**src/rtl/tv80_bus_bridge_pkg.sv**
```systemverilog
// tv80_bus_bridge_pkg: shared definitions for the tv80 bus bridge.
//   state_e  - one-hot FSM state encoding (5 bits)
//   cyc_e    - Z80 bus-cycle classification codes
//   OpenBusDefault - data value returned when nothing drives the bus
package tv80_bus_bridge_pkg;

   typedef enum logic [4:0] {
      StIdle = 5'b00001,
      StReq  = 5'b00010,
      StWack = 5'b00100,
      StDone = 5'b01000,
      StHold = 5'b10000
   } state_e;

   typedef enum logic [2:0] {
      CycNone = 3'd0,
      CycMrd  = 3'd1,
      CycMwr  = 3'd2,
      CycIord = 3'd3,
      CycIowr = 3'd4,
      CycInta = 3'd5
   } cyc_e;

   localparam logic [7:0] OpenBusDefault = 8'hFF;

   function automatic logic cyc_is_io(cyc_e c);
      return (c == CycIord) || (c == CycIowr);
   endfunction

   function automatic logic cyc_is_write(cyc_e c);
      return (c == CycMwr) || (c == CycIowr);
   endfunction

endpackage

```
**src/rtl/tv80_bus_bridge_cyc_decode.sv**
```systemverilog
// tv80_bus_bridge_cyc_decode: combinational Z80 bus-cycle classifier.
// Ports:
//   m1_n, mreq_n, iorq_n, rd_n, wr_n, rfsh_n - registered CPU strobes
//   cyc_type - cyc_e code of the current cycle (CycNone when idle)
//   active   - any classified cycle in progress
module tv80_bus_bridge_cyc_decode
   import tv80_bus_bridge_pkg::*;
(
   input  logic       m1_n,
   input  logic       mreq_n,
   input  logic       iorq_n,
   input  logic       rd_n,
   input  logic       wr_n,
   input  logic       rfsh_n,
   output logic [2:0] cyc_type,
   output logic       active
);

   cyc_e cyc;

   always_comb begin
      cyc = CycNone;
      // INTA first: iorq with m1 low is never a plain IO access.
      if (!iorq_n && !m1_n)                cyc = CycInta;
      else if (!iorq_n && !rd_n)           cyc = CycIord;
      else if (!iorq_n && !wr_n)           cyc = CycIowr;
      else if (!mreq_n && !wr_n)           cyc = CycMwr;
      // Refresh keeps mreq_n low with rfsh_n low; it must not look like a read.
      else if (!mreq_n && !rd_n && rfsh_n) cyc = CycMrd;
   end

   assign cyc_type = cyc;
   assign active   = (cyc != CycNone);

endmodule

```
**src/rtl/tv80_bus_bridge.sv**
```systemverilog
// tv80_bus_bridge: turns each Z80 bus cycle into one req/ack fabric transaction,
// stretching the CPU with wait_n until the fabric answers.
// Ports:
//   clk, reset_n                    - clock, synchronous active-low reset
//   m1_n..rfsh_n, A, dout           - registered CPU strobes, address, write data
//   wait_n, di                      - CPU wait and read data / IM2 vector
//   int_vec                         - vector returned on INTA
//   bus_req, bus_io, bus_we,
//   bus_addr, bus_wdata             - fabric request (req is a 1-cycle pulse)
//   bus_ack, bus_rdata              - fabric completion and read data
//   err, err_clr                    - sticky timeout flag and its clear
module tv80_bus_bridge
   import tv80_bus_bridge_pkg::*;
#(
   parameter int unsigned TIMEOUT  = 255,
   parameter logic [7:0]  OPEN_BUS = OpenBusDefault
) (
   input  logic        clk,
   input  logic        reset_n,
   input  logic        m1_n,
   input  logic        mreq_n,
   input  logic        iorq_n,
   input  logic        rd_n,
   input  logic        wr_n,
   input  logic        rfsh_n,
   input  logic [15:0] A,
   input  logic [7:0]  dout,
   output logic        wait_n,
   output logic [7:0]  di,
   input  logic [7:0]  int_vec,
   output logic        bus_req,
   output logic        bus_io,
   output logic        bus_we,
   output logic [15:0] bus_addr,
   output logic [7:0]  bus_wdata,
   input  logic        bus_ack,
   input  logic [7:0]  bus_rdata,
   output logic        err,
   input  logic        err_clr
);

   logic [2:0] cyc_type;
   logic       active;
   cyc_e       cyc;
   state_e     state_q, state_d;
   logic [7:0] cnt_q;
   logic       ack_done;
   logic       timeout;

   tv80_bus_bridge_cyc_decode u_decode (
      .m1_n     (m1_n),
      .mreq_n   (mreq_n),
      .iorq_n   (iorq_n),
      .rd_n     (rd_n),
      .wr_n     (wr_n),
      .rfsh_n   (rfsh_n),
      .cyc_type (cyc_type),
      .active   (active)
   );

   assign cyc = cyc_e'(cyc_type);

   always_comb begin
      state_d  = state_q;
      bus_req  = 1'b0;
      ack_done = 1'b0;
      timeout  = 1'b0;
      unique case (state_q)
         StIdle: begin
            if (cyc == CycInta) state_d = StDone;
            else if (active)    state_d = StReq;
         end
         StReq: begin
            bus_req = 1'b1;
            if (bus_ack) begin
               ack_done = 1'b1;
               state_d  = StDone;
            end else begin
               state_d  = StWack;
            end
         end
         StWack: begin
            // Ack is checked first so it wins over a coincident timeout.
            if (bus_ack) begin
               ack_done = 1'b1;
               state_d  = StDone;
            end else if (TIMEOUT != 0 && (32'(cnt_q) + 32'd1) >= TIMEOUT) begin
               timeout = 1'b1;
               state_d = StDone;
            end
         end
         StDone: state_d = StHold;
         StHold: if (!active) state_d = StIdle;
         default: state_d = StIdle;
      endcase
   end

   // Combinational so the CPU sees the stretch in its first T2 cycle.
   assign wait_n = ~(active && (state_q == StIdle || state_q == StReq || state_q == StWack));

   always_ff @(posedge clk) begin
      if (!reset_n) begin
         state_q   <= StIdle;
         cnt_q     <= 8'd0;
         di        <= OPEN_BUS;
         err       <= 1'b0;
         bus_addr  <= 16'd0;
         bus_wdata <= 8'd0;
         bus_io    <= 1'b0;
         bus_we    <= 1'b0;
      end else begin
         state_q <= state_d;
         if (state_q == StIdle && active && cyc != CycInta) begin
            bus_addr  <= A;
            bus_wdata <= dout;
            bus_io    <= cyc_is_io(cyc);
            bus_we    <= cyc_is_write(cyc);
            cnt_q     <= 8'd0;
         end
         if (state_q == StIdle && cyc == CycInta) di <= int_vec;
         if (state_q == StWack && cnt_q != 8'hFF) cnt_q <= cnt_q + 8'd1;
         if (ack_done && !bus_we) di <= bus_rdata;
         if (timeout && !bus_we)  di <= OPEN_BUS;
         if (timeout)      err <= 1'b1;
         else if (err_clr) err <= 1'b0;
      end
   end

endmodule

```
**config.mk**
```make
export PLATFORM = sky130hd
export DESIGN_NAME = tv80_bus_bridge
export DESIGN_NICKNAME = d
export VERILOG_FILES = /design/src/rtl/tv80_bus_bridge_pkg.sv /design/src/rtl/tv80_bus_bridge_cyc_decode.sv /design/src/rtl/tv80_bus_bridge.sv
export SDC_FILE = /design/constraint.sdc
export NUM_CORES = 1
export LEC_CHECK = 0
export ABC_CLOCK_PERIOD_IN_PS = 6400
export CAP_MARGIN = 20
export CORE_MARGIN = 1.5
export CORE_UTILIZATION = 25
export CTS_CLUSTER_SIZE = 12
export DETAILED_ROUTE_END_ITERATION = 10
export SYNTH_ARGS = -nofsm -noshare
export SYNTH_HDL_FRONTEND = slang
export SYNTH_SLANG_ARGS = --single-unit
```
**constraint.sdc**
```tcl
create_clock -name clk -period 6.4 [get_ports clk]
set_clock_uncertainty 0.2 [all_clocks]
set_input_delay 0.96 -clock clk [delete_from_list [all_inputs] [get_ports clk]]
set_output_delay 0.96 -clock clk [all_outputs]
set_load 0.03 [all_outputs]
```
Word-level counts from Yosys, hierarchy flattened
Index checks and enable logic that the tools add are counted.
Storage, ports and cells
  input port bits: 50
  logic and storage cells: 81
  output and inout port bits: 37
  register bits after elaboration: 48
Cells by class
  bitwise operators: 2
  equality and inequality tests: 14
  reduce and logical (&&, ||, !) cells: 30
  add/subtract/negate cells: 2
  mux-type cells: 24
  $lt $le $gt $ge: 1
Operators with widths (number)
  8-bit 2-to-1 mux: 4
  5-bit 2-to-1 mux: 5
  5-bit one-hot mux with 5 select lines: 1
  1-bit logical AND: 13
  3-bit 2-to-1 mux: 4
  8-bit by 1-bit adder with 9-bit output (second input constant): 1
  9-bit by 8-bit greater-or-equal comparator with 1-bit output (second input constant): 1
  1-bit 2-to-1 mux: 9
  3-bit != test (second input constant): 3
  8-bit by 1-bit adder with 8-bit output (second input constant): 1
  8-bit != test (second input constant): 1
  3-bit by 2-bit equality test with 1-bit output (second input constant): 2
  3-bit equality test (second input constant): 2
  1-bit logical NOT: 6
  2-bit nonzero test: 3
  5-bit by 1-bit equality test with 1-bit output (second input constant): 1
  5-bit by 2-bit equality test with 1-bit output (second input constant): 1
  5-bit by 3-bit equality test with 1-bit output (second input constant): 1
  5-bit by 4-bit equality test with 1-bit output (second input constant): 1
  5-bit equality test (second input constant): 1
  1-bit logical OR: 4
  4-bit 2-to-1 mux: 1
  2-bit OR reduction: 2
  3-bit AND reduction: 1
  3 further kinds: 4

Longest topological paths before layout
Gate-level depths: netlist of the first run.
  depth in word-level cells: 13
  gate-level depth with buffers: 7
  mapped depth without buffers: 7

Cells and area by module
Synthesis of the first run repeated with hierarchy kept, for this count alone.
Unflattened totals
  cells, all modules: 282
  area total of the unflattened synthesis: 2344.7 um2
Modules (own cells, without submodules)
  tv80_bus_bridge: seq. area each 960.9 um2, area each 2252.2 um2, cells an instance 270, instances 1
  tv80_bus_bridge_cyc_decode: seq. area each 0.0 um2, area each 92.6 um2, cells an instance 12, instances 1

Worst setup path after synthesis of the first run
OpenSTA, ideal clock, no wires.
  path type: input to output
  start: in iorq_n
  end: out wait_n
  required time: 5240 ps
  buffers on the path: 1
  path slack: 3163 ps
  data arrival time: 2077 ps
  stages on the path: 4
  path through: clkbuf_1 -> a22o_1 -> a21boi_0 -> nand3_1
On the way
  word-level cells in the longest chain between the ends: 8
  elaborated cells between the ends (all ways): 10
  classes of those cells: mux: 3; bitwise: 1; reduce/logical: 6
Ends and longest elaborated chain
  start, declared: line tv80_bus_bridge.sv:22  | input logic iorq_n,
  1-bit logical NOT (*): line tv80_bus_bridge_cyc_decode.sv:24, tv80_bus_bridge_cyc_decode.sv:25, tv80_bus_bridge_cyc_decode.sv:26
  1-bit logical AND: line tv80_bus_bridge_cyc_decode.sv:26  | else if (!iorq_n && !wr_n) cyc = CycIowr;
  3-bit 2-to-1 mux: line tv80_bus_bridge_cyc_decode.sv:26
  3-bit 2-to-1 mux: line tv80_bus_bridge_cyc_decode.sv:25  | else if (!iorq_n && !rd_n) cyc = CycIord;
  3-bit 2-to-1 mux (*): line tv80_bus_bridge_cyc_decode.sv:24  | if (!iorq_n && !m1_n) cyc = CycInta;
  3-bit nonzero test (*): line tv80_bus_bridge_cyc_decode.sv:33  | assign active = (cyc != CycNone);
  1-bit logical AND (*): line tv80_bus_bridge.sv:99  | assign wait_n = ~(active && (state_q == StIdle || state_q == StReq || state_q == StWack));
  1-bit inverter (*): line tv80_bus_bridge.sv:99
  end, declared: line tv80_bus_bridge.sv:28  | output logic wait_n,
Every way passes the cells marked *; elsewhere a longest branch is shown, timed or not.

Worst setup path in the final report of the first run
  start: in rd_n
  end: out wait_n
On the way
  word-level cells in the longest chain between the ends: 11
  elaborated cells between the ends (all ways): 12
  classes of those cells: mux: 5; bitwise: 1; reduce/logical: 6
Ends and longest elaborated chain
  start, declared: line tv80_bus_bridge.sv:23  | input logic rd_n,
  1-bit logical NOT (*): line tv80_bus_bridge_cyc_decode.sv:25, tv80_bus_bridge_cyc_decode.sv:29
  1-bit logical AND (2 in series): line tv80_bus_bridge_cyc_decode.sv:29  | else if (!mreq_n && !rd_n && rfsh_n) cyc = CycMrd;
  1-bit 2-to-1 mux: line tv80_bus_bridge_cyc_decode.sv:29
  3-bit 2-to-1 mux: line tv80_bus_bridge_cyc_decode.sv:27  | else if (!mreq_n && !wr_n) cyc = CycMwr;
  3-bit 2-to-1 mux: line tv80_bus_bridge_cyc_decode.sv:26
  3-bit 2-to-1 mux (*): line tv80_bus_bridge_cyc_decode.sv:25
  3-bit 2-to-1 mux (*): line tv80_bus_bridge_cyc_decode.sv:24
  3-bit nonzero test (*): line tv80_bus_bridge_cyc_decode.sv:33
  1-bit logical AND (*): line tv80_bus_bridge.sv:99
  1-bit inverter (*): line tv80_bus_bridge.sv:99
Marks and branches as above.

==> results of run 1 <==
[logic make-up after synthesis]
| group | Yosys count | synth area share |
|---|---|---|
| buf+inv | 24 | 0.04838 |
| compound gates | 88 | 0.2594 |
| simple gates | 127 | 0.2465 |
| fa+ha+maj | 2 | 0.01029 |
| flops | 48 | 0.3953 |
| mux | 8 | 0.03294 |
| xor+xnor | 2 | 0.007207 |
[report_power, final]
group	switching [W]	internal (W)	total, W
clock	0.000109	0.000118	0.000226
sequential	0.0000198	0.000323	0.000343
combinational	0.000131	0.000109	0.000240
total	0.000259	0.000550	0.000809
[per-stage QoR]
step	instance area [sq um]	util	total power [W]	hold WS (ns)
6_report	3485	0.3736	0.0008090	0.2580
5_1_grt	3485	0.3736	0.0008527	0.2787
4_1_cts	3485	0.3736	0.0008230	0.2597
3_5_place_dp	3369	0.3612	0.0005929	0.2462
3_3_place_gp	3369	0.3612	0.0005900	0.2417
2_1_floorplan	2431	-	0.0004925	0.2612
[state kept, by name, indices dropped and copies added, names as in the netlist]
signal and count:
cnt_q 8, bus_we 1, bus_wdata 8, bus_addr 16
bus_io 1, di 8, err 1, state_q 5
[critical path, stage by stage]
cell             delay [ns]
clkdlybuf4s50_1        0.49
nand2b_1               0.22
a22o_1                 0.25
a21boi_0               0.47
nand3_1                0.13
clkdlybuf4s50_1        0.62
[synth_stat cells, types with 4 or more instances]
library cell	instances
inv_1	5
mux2i_1	8
dfxtp_1	48
nand3_1	12
nor3_1	6
nor2b_1	4
clkbuf_1	14
nand2_1	66
or3_1	4
o31ai_1	10
o21ai_0	9
nor2_1	14
a21oi_1	34
o211a_1	9
[area by class of cell]
class	count	area, sq um
clock buffer	5	68.82
sequential	48	960.9
inverter	5	18.77
fill	964	5843
timing repair buffer	88	875.8
clock inverter	3	46.29
tap	129	161.4
multi-input combinational	227	1353
[per-layer routing]
layer  share of wire  global-route usage
met3           0.036             0.02415
met2            0.49              0.2215
met1            0.47              0.1641
met4           0.010             0.04167
met5               0                   0
[final timing paths]
check	cells after the start	slack (ns)	end
setup / recovery	6	2.10	wait_n
hold / removal	2	0.26	bus_addr[3]$_SDFFE_PN0P_
setup reg to reg	5	3.62	cnt_q[4]$_SDFFE_PN0P_
hold reg to reg	2	0.26	bus_addr[3]$_SDFFE_PN0P_
==> metrics.md, run 1 <==
| Metric | Value |
|---|---|
| Outcome | complete, no violations |
| Worst IR Drop VDD | about 0.0001 V |
| Post-synth EDFFs | 0 |
| Global Route Usage Sum | 0.1295 |
| Final non-filler cell total | 505 |
| Clock transition at path regs | 0.09 ns |
| Pin count of the biggest net entering global routing | 31 |
| Cells after DPL | ~500 |
| Postcts setup bufs | 0 |
| Routability cong. | 0.7641 |
| Drc violations | 0 |
| H-tree levels | 2 |
| WP data arrival | around 3.1 ns |
| RSZ-0062 raised after global routing | false |
| Fmax | 232.3 MHz |
| Post-Synthesis Cells | ~300 |
| TritonCTS Buffers | 5 |
| Ys async rst share | 0 |
| CTS Sinks | 48 |
| Overflow after GRT | 0 |
| Yosys top cell area share | 0.3953 |
| Fin crit period | between 4 and 5 ns |
| Pleak | approximately 1.3 nW |
| Final Hold Fails | 0 |
| # diodes | 0 |
| Total Negative Setup Slacks | 0 ns |
| CTS tree | yes |
| Commonest non-fill, non-tap cell in the layout | clkdlybuf4s50_1 |
| Die Ht | 101.6 microns |
| Yosys cell types | 46 |
| Die Wd | between 100 and 150 microns |
| Netlist Area Pre-Place | around 2400 sq um |
| Share of cells above drive strength 1 | 0.06383 |
| Critical path launch point | rd_n |
| Clk root buf | clkbuf_8 |
| Ys Warns | 0 |
| Sequential-to-total area share from yosys stat | 0.3953 |
| # IOs | 87 |
| PostCTS Resize Cnt | 0 |
| Crit-path max FO | 6 |
| TritonRoute pass-1 iters | 4 |
| Initial antenna violation count | 0 |
| Hpwl dp | between 4000 and 5000 microns |
| WS Path Type | input pin to output port |
| FF-to-FF Start | state_q[2]$_SDFFE_PN0P_ |
| Hold buffers post-CTS | 0 |
| Vias per cell | ~4.7 |
| Worst Tran Pin Value | 1.165 ns |
| Max-cap violation count | 0 |
| Req. time, crit path | 5.24 ns |
| Initial core utilization | 0.2606 |
| Worst hold path type | flip-flop to flip-flop |
| CORE AREA | 9328 sq um |
| Synth area leaders | dfxtp_1 40%, nand2_1 10%, a21oi_1 7.0% |
| Post-Place Setup Slack | 2.123 ns |
| P&R area growth vs syn | 43.33% |
| Post-DR wirelength/cell | 13.14 microns |
| # nets final | 427 |
| Final Max Tran Viols | 0 |
| Initial drt markers | ~90 |
| Synthesized flop and latch total | 48 |
| Latest clock arrival within the worst-skew pair | 0.30 ns |
| Startpoint types | input pin |
| First-pass GRT wire length | 10,700 microns |
| Commonest non-fill, non-tap cells in the layout | 86 x clkdlybuf4s50_1, 66 x nand2_1, 48 x dfxtp_1 |
| CTS max path bufs | 2 |
| Vias in the first global route | 2,238 |
| Routed Wire Length | 6637 microns |
| Net count after synthesis | 351 |
| Syn Area/Cell | 8.131 sq um |
| Synth area leader | dfxtp_1 |
| Most used DFF post-synth | dfxtp_1 |
| Via count | 2,379 |
| Quantity of I/O buffers inserted on ports | 86 |
| Cell Pwr Density | between 200 and 250 nW/um^2 |
| Min-delay src | bus_addr[3]$_SDFFE_PN0P_ |
| Tcrit/Tclk final | 0.6726 |
| CP endpoint kind | output port |
| Routed Antenna Nets | 0 |
| Final setup fails | 0 |
| Row cnt | 35 |
| Worst slew margin | 0.2236 |
| Die area | 10,320 sq um |
| Setup ws final | 2.095 ns |
Power figures use the tool's default switching activity.
==> inputs of run 2 (changes only) <==
--- a/config.mk
+++ b/config.mk
@@ -5,7 +5,7 @@
 export SDC_FILE = /design/constraint.sdc
 export NUM_CORES = 1
 export LEC_CHECK = 0
-export ABC_CLOCK_PERIOD_IN_PS = 6400
+export ABC_CLOCK_PERIOD_IN_PS = 3700
 export CAP_MARGIN = 20
 export CORE_MARGIN = 1.5
 export CORE_UTILIZATION = 25
==> constraint.sdc (replaced) <==
create_clock -name clk -period 3.7 [get_ports clk]
set_clock_uncertainty 0.2 [all_clocks]
set_input_delay 0.555 -clock clk [delete_from_list [all_inputs] [get_ports clk]]
set_output_delay 0.555 -clock clk [all_outputs]
set_load 0.03 [all_outputs]
==> run 2 against run 1 <==
Net effect: sequential power grew 73%; power is 67% higher; routed wire length grew 0.20%; setup slack worse by 1.9 ns; hold slack worse by 0.00095 ns; cell area increased by 0.14%; clock power grew 49%; global-route usage barely moved; sequential share of layout area barely moved.
==> metrics.md, run 2 (same netlist as run 1, synthesis figures left out) <==
| Metric | Value |
|---|---|
| Initial core utilization | 0.2606 (unchanged) |
| Design Power | 0.001348 W (+67%) |
| Routability cong. | 0.7602 (-0.51%) |
| Worst slew margin | 0.4670 (+0.2434) |
| Cell family with most CP delay | buffers and inverters |
| Number of flip-flops in the largest register | 16 (unchanged) |
| CTS max path bufs | 2 (unchanged) |
| Hold buffers post-CTS | 0 (unchanged) |
| Worst Tran Pin Value | 0.7995 ns (-0.3650 ns) |
| # IOs | 87 (unchanged) |
| Post-DR wirelength/cell | 13.09 microns (-0.40%) |
| Hpwl dp | 4697 microns (+0.88%) |
| H-tree levels | 2 (unchanged) |
| CTS Sinks | 48 (unchanged) |
| CP endpoint kind | output port |
| Die area | 10,320 sq um (unchanged) |
| First-pass GRT wire length | 10,700 microns (unchanged) |
| Routed Antenna Nets | 0 (unchanged) |
| Outcome | complete, no violations |
| Vias per cell | 4.701 (-0.21%) |
| TritonCTS Buffers | 5 (unchanged) |
| Pin count of the biggest net entering global routing | 31 (unchanged) |
| Worst hold path type | flip-flop to flip-flop |
| CTS tree | yes |
| CORE AREA | 9328 sq um (unchanged) |
| Initial drt markers | 123 (+34%) |
| Total Negative Setup Slacks | 0 ns (unchanged) |
| Commonest non-fill, non-tap cell in the layout | clkdlybuf4s50_1 |
| Routed Wire Length | 6650 microns (+0.20%) |
| Crit-path max FO | 6 (unchanged) |
| Latest clock arrival within the worst-skew pair | 0.31 ns (about the same) |
| Final Max Tran Viols | 0 (unchanged) |
| Cell Pwr Density | 386.2 nW/um^2 (+66%) |
| Most flops, register | bus_addr |
| Clock transition at path regs | 0.09 ns (about the same) |
| Fin crit period | ~3.5 ns |
| WP data arrival | 2.71 ns (-0.43 ns) |
| Drc violations | 0 (unchanged) |
| Fmax | 288.2 MHz |
| Tcrit/Tclk final | 0.9377 |
| Worst IR Drop VDD | 0.0001745 V (+78%) |
| Postcts setup bufs | 0 (unchanged) |
| Final Hold Fails | 0 (unchanged) |
| TritonRoute pass-1 iters | 4 (unchanged) |
| Overflow after GRT | 0 (unchanged) |
| RSZ-0062 raised after global routing | false |
| Final setup fails | 0 (unchanged) |
| Die Wd | 101.6 microns (unchanged) |
| Max-cap violation count | 0 (unchanged) |
| Initial antenna violation count | 0 (unchanged) |
| CP most frequent cell | clkdlybuf4s50_1 |
| Worst path cell trace | clkdlybuf4s50_1, nand2b_1, a22o_1, a21boi_0, nand3_1, clkdlybuf4s50_1 |
| WS Path Type | input pin to output port |
| Vias in the first global route | 2,259 (+0.94%) |
| Worst path max stage delay | 0.62 ns (about the same) |
| # diodes | 0 (unchanged) |
| PostCTS Resize Cnt | 0 (unchanged) |
| Quantity of I/O buffers inserted on ports | 86 (unchanged) |
| Startpoint types | input pin |
| Pleak | 1.340 nW (+0.26%) |
| P&R area growth vs syn | 43.54% |
| Die Ht | 101.6 microns (unchanged) |
| Via count | 2,388 (+0.38%) |
| Global Route Usage Sum | 0.1297 (about the same) |
| Row cnt | 35 (unchanged) |
| Clk root buf | clkbuf_8 |
| CP bufs+invs | 2 (unchanged) |
| Final Util | 0.3741 (+0.0005360) |
| # nets final | 430 (+0.70%) |
| Share of cells above drive strength 1 | 0.07124 (+0.007410) |
| Commonest non-fill, non-tap cells in the layout | 86 x clkdlybuf4s50_1, 66 x nand2_1, 48 x dfxtp_1 |
| Slowest CP cell | clkdlybuf4s50_1 |
| Req. time, crit path | 2.94 ns (-2.30 ns) |
run 2: changes by cell type in the layout (fill, tap and decap cells not counted):
cell	delta
buf_4	+3
bufinv_16	-1
clkbuf_8	+1
clkinvlp_4	+1
inv_6	-1
run 2: final cells by class:
| class | count | area, sq um |
|---|---|---|
| tap | 129 | 161.4 |
| timing repair buffer | 91 | 898.4 |
| multi-input combinational | 227 | 1353 |
| clock inverter | 2 | 15.01 |
| clock buffer | 6 | 82.58 |
| fill | 956 | 5838 |
| sequential | 48 | 960.9 |
| inverter | 5 | 18.77 |
run 2: per-layer routing:
metal / GRT usage / wire length, microns
met1: 0.1653 / 3093
met2: 0.2236 / 3255
met3: 0.02346 / 221
met4: 0.03632 / 79
met5: 0 / 0
run 2: worst paths after layout:
check	start	to	slack [ns]	depth (start not counted)
setup / recovery	rd_n	wait_n	0.23	6
hold / removal	bus_addr[2]$_SDFFE_PN0P_	bus_addr[2]$_SDFFE_PN0P_	0.26	2
setup reg to reg	state_q[2]$_SDFFE_PN0P_	di[1]$_SDFFE_PP1P_	1.23	4
hold reg to reg	bus_addr[2]$_SDFFE_PN0P_	bus_addr[2]$_SDFFE_PN0P_	0.26	2
run 2: stage by stage:
| step | instances | worst slack, ns | hold WS [ns] | cell area (sq um) |
|---|---|---|---|---|
| after CTS | 508 | 0.2128 | 0.2624 | 3490 |
| after global placement | 500 | 0.2710 | 0.2412 | 3392 |
| after detailed placement | 500 | 0.2170 | 0.2462 | 3392 |
| after global routing | 508 | 0.1395 | 0.2801 | 3490 |
| after floorplan | 299 | 1.273 | 0.2612 | 2431 |
| final | 508 | 0.2306 | 0.2570 | 3490 |
run 2: worst register-to-register path, stage by stage (launching register included):
cell and delay, ns:
dfxtp_1 0.49, or3b_2 0.53, a2111oi_4 0.80, o211a_1 0.27
o31ai_1 0.06
run 2: report_power, final:
part           internal (W)  switching [W]  leakage, nW
clock network      0.000152       0.000186       0.0434
registers          0.000559      0.0000339        0.392
logic              0.000192       0.000226        0.905
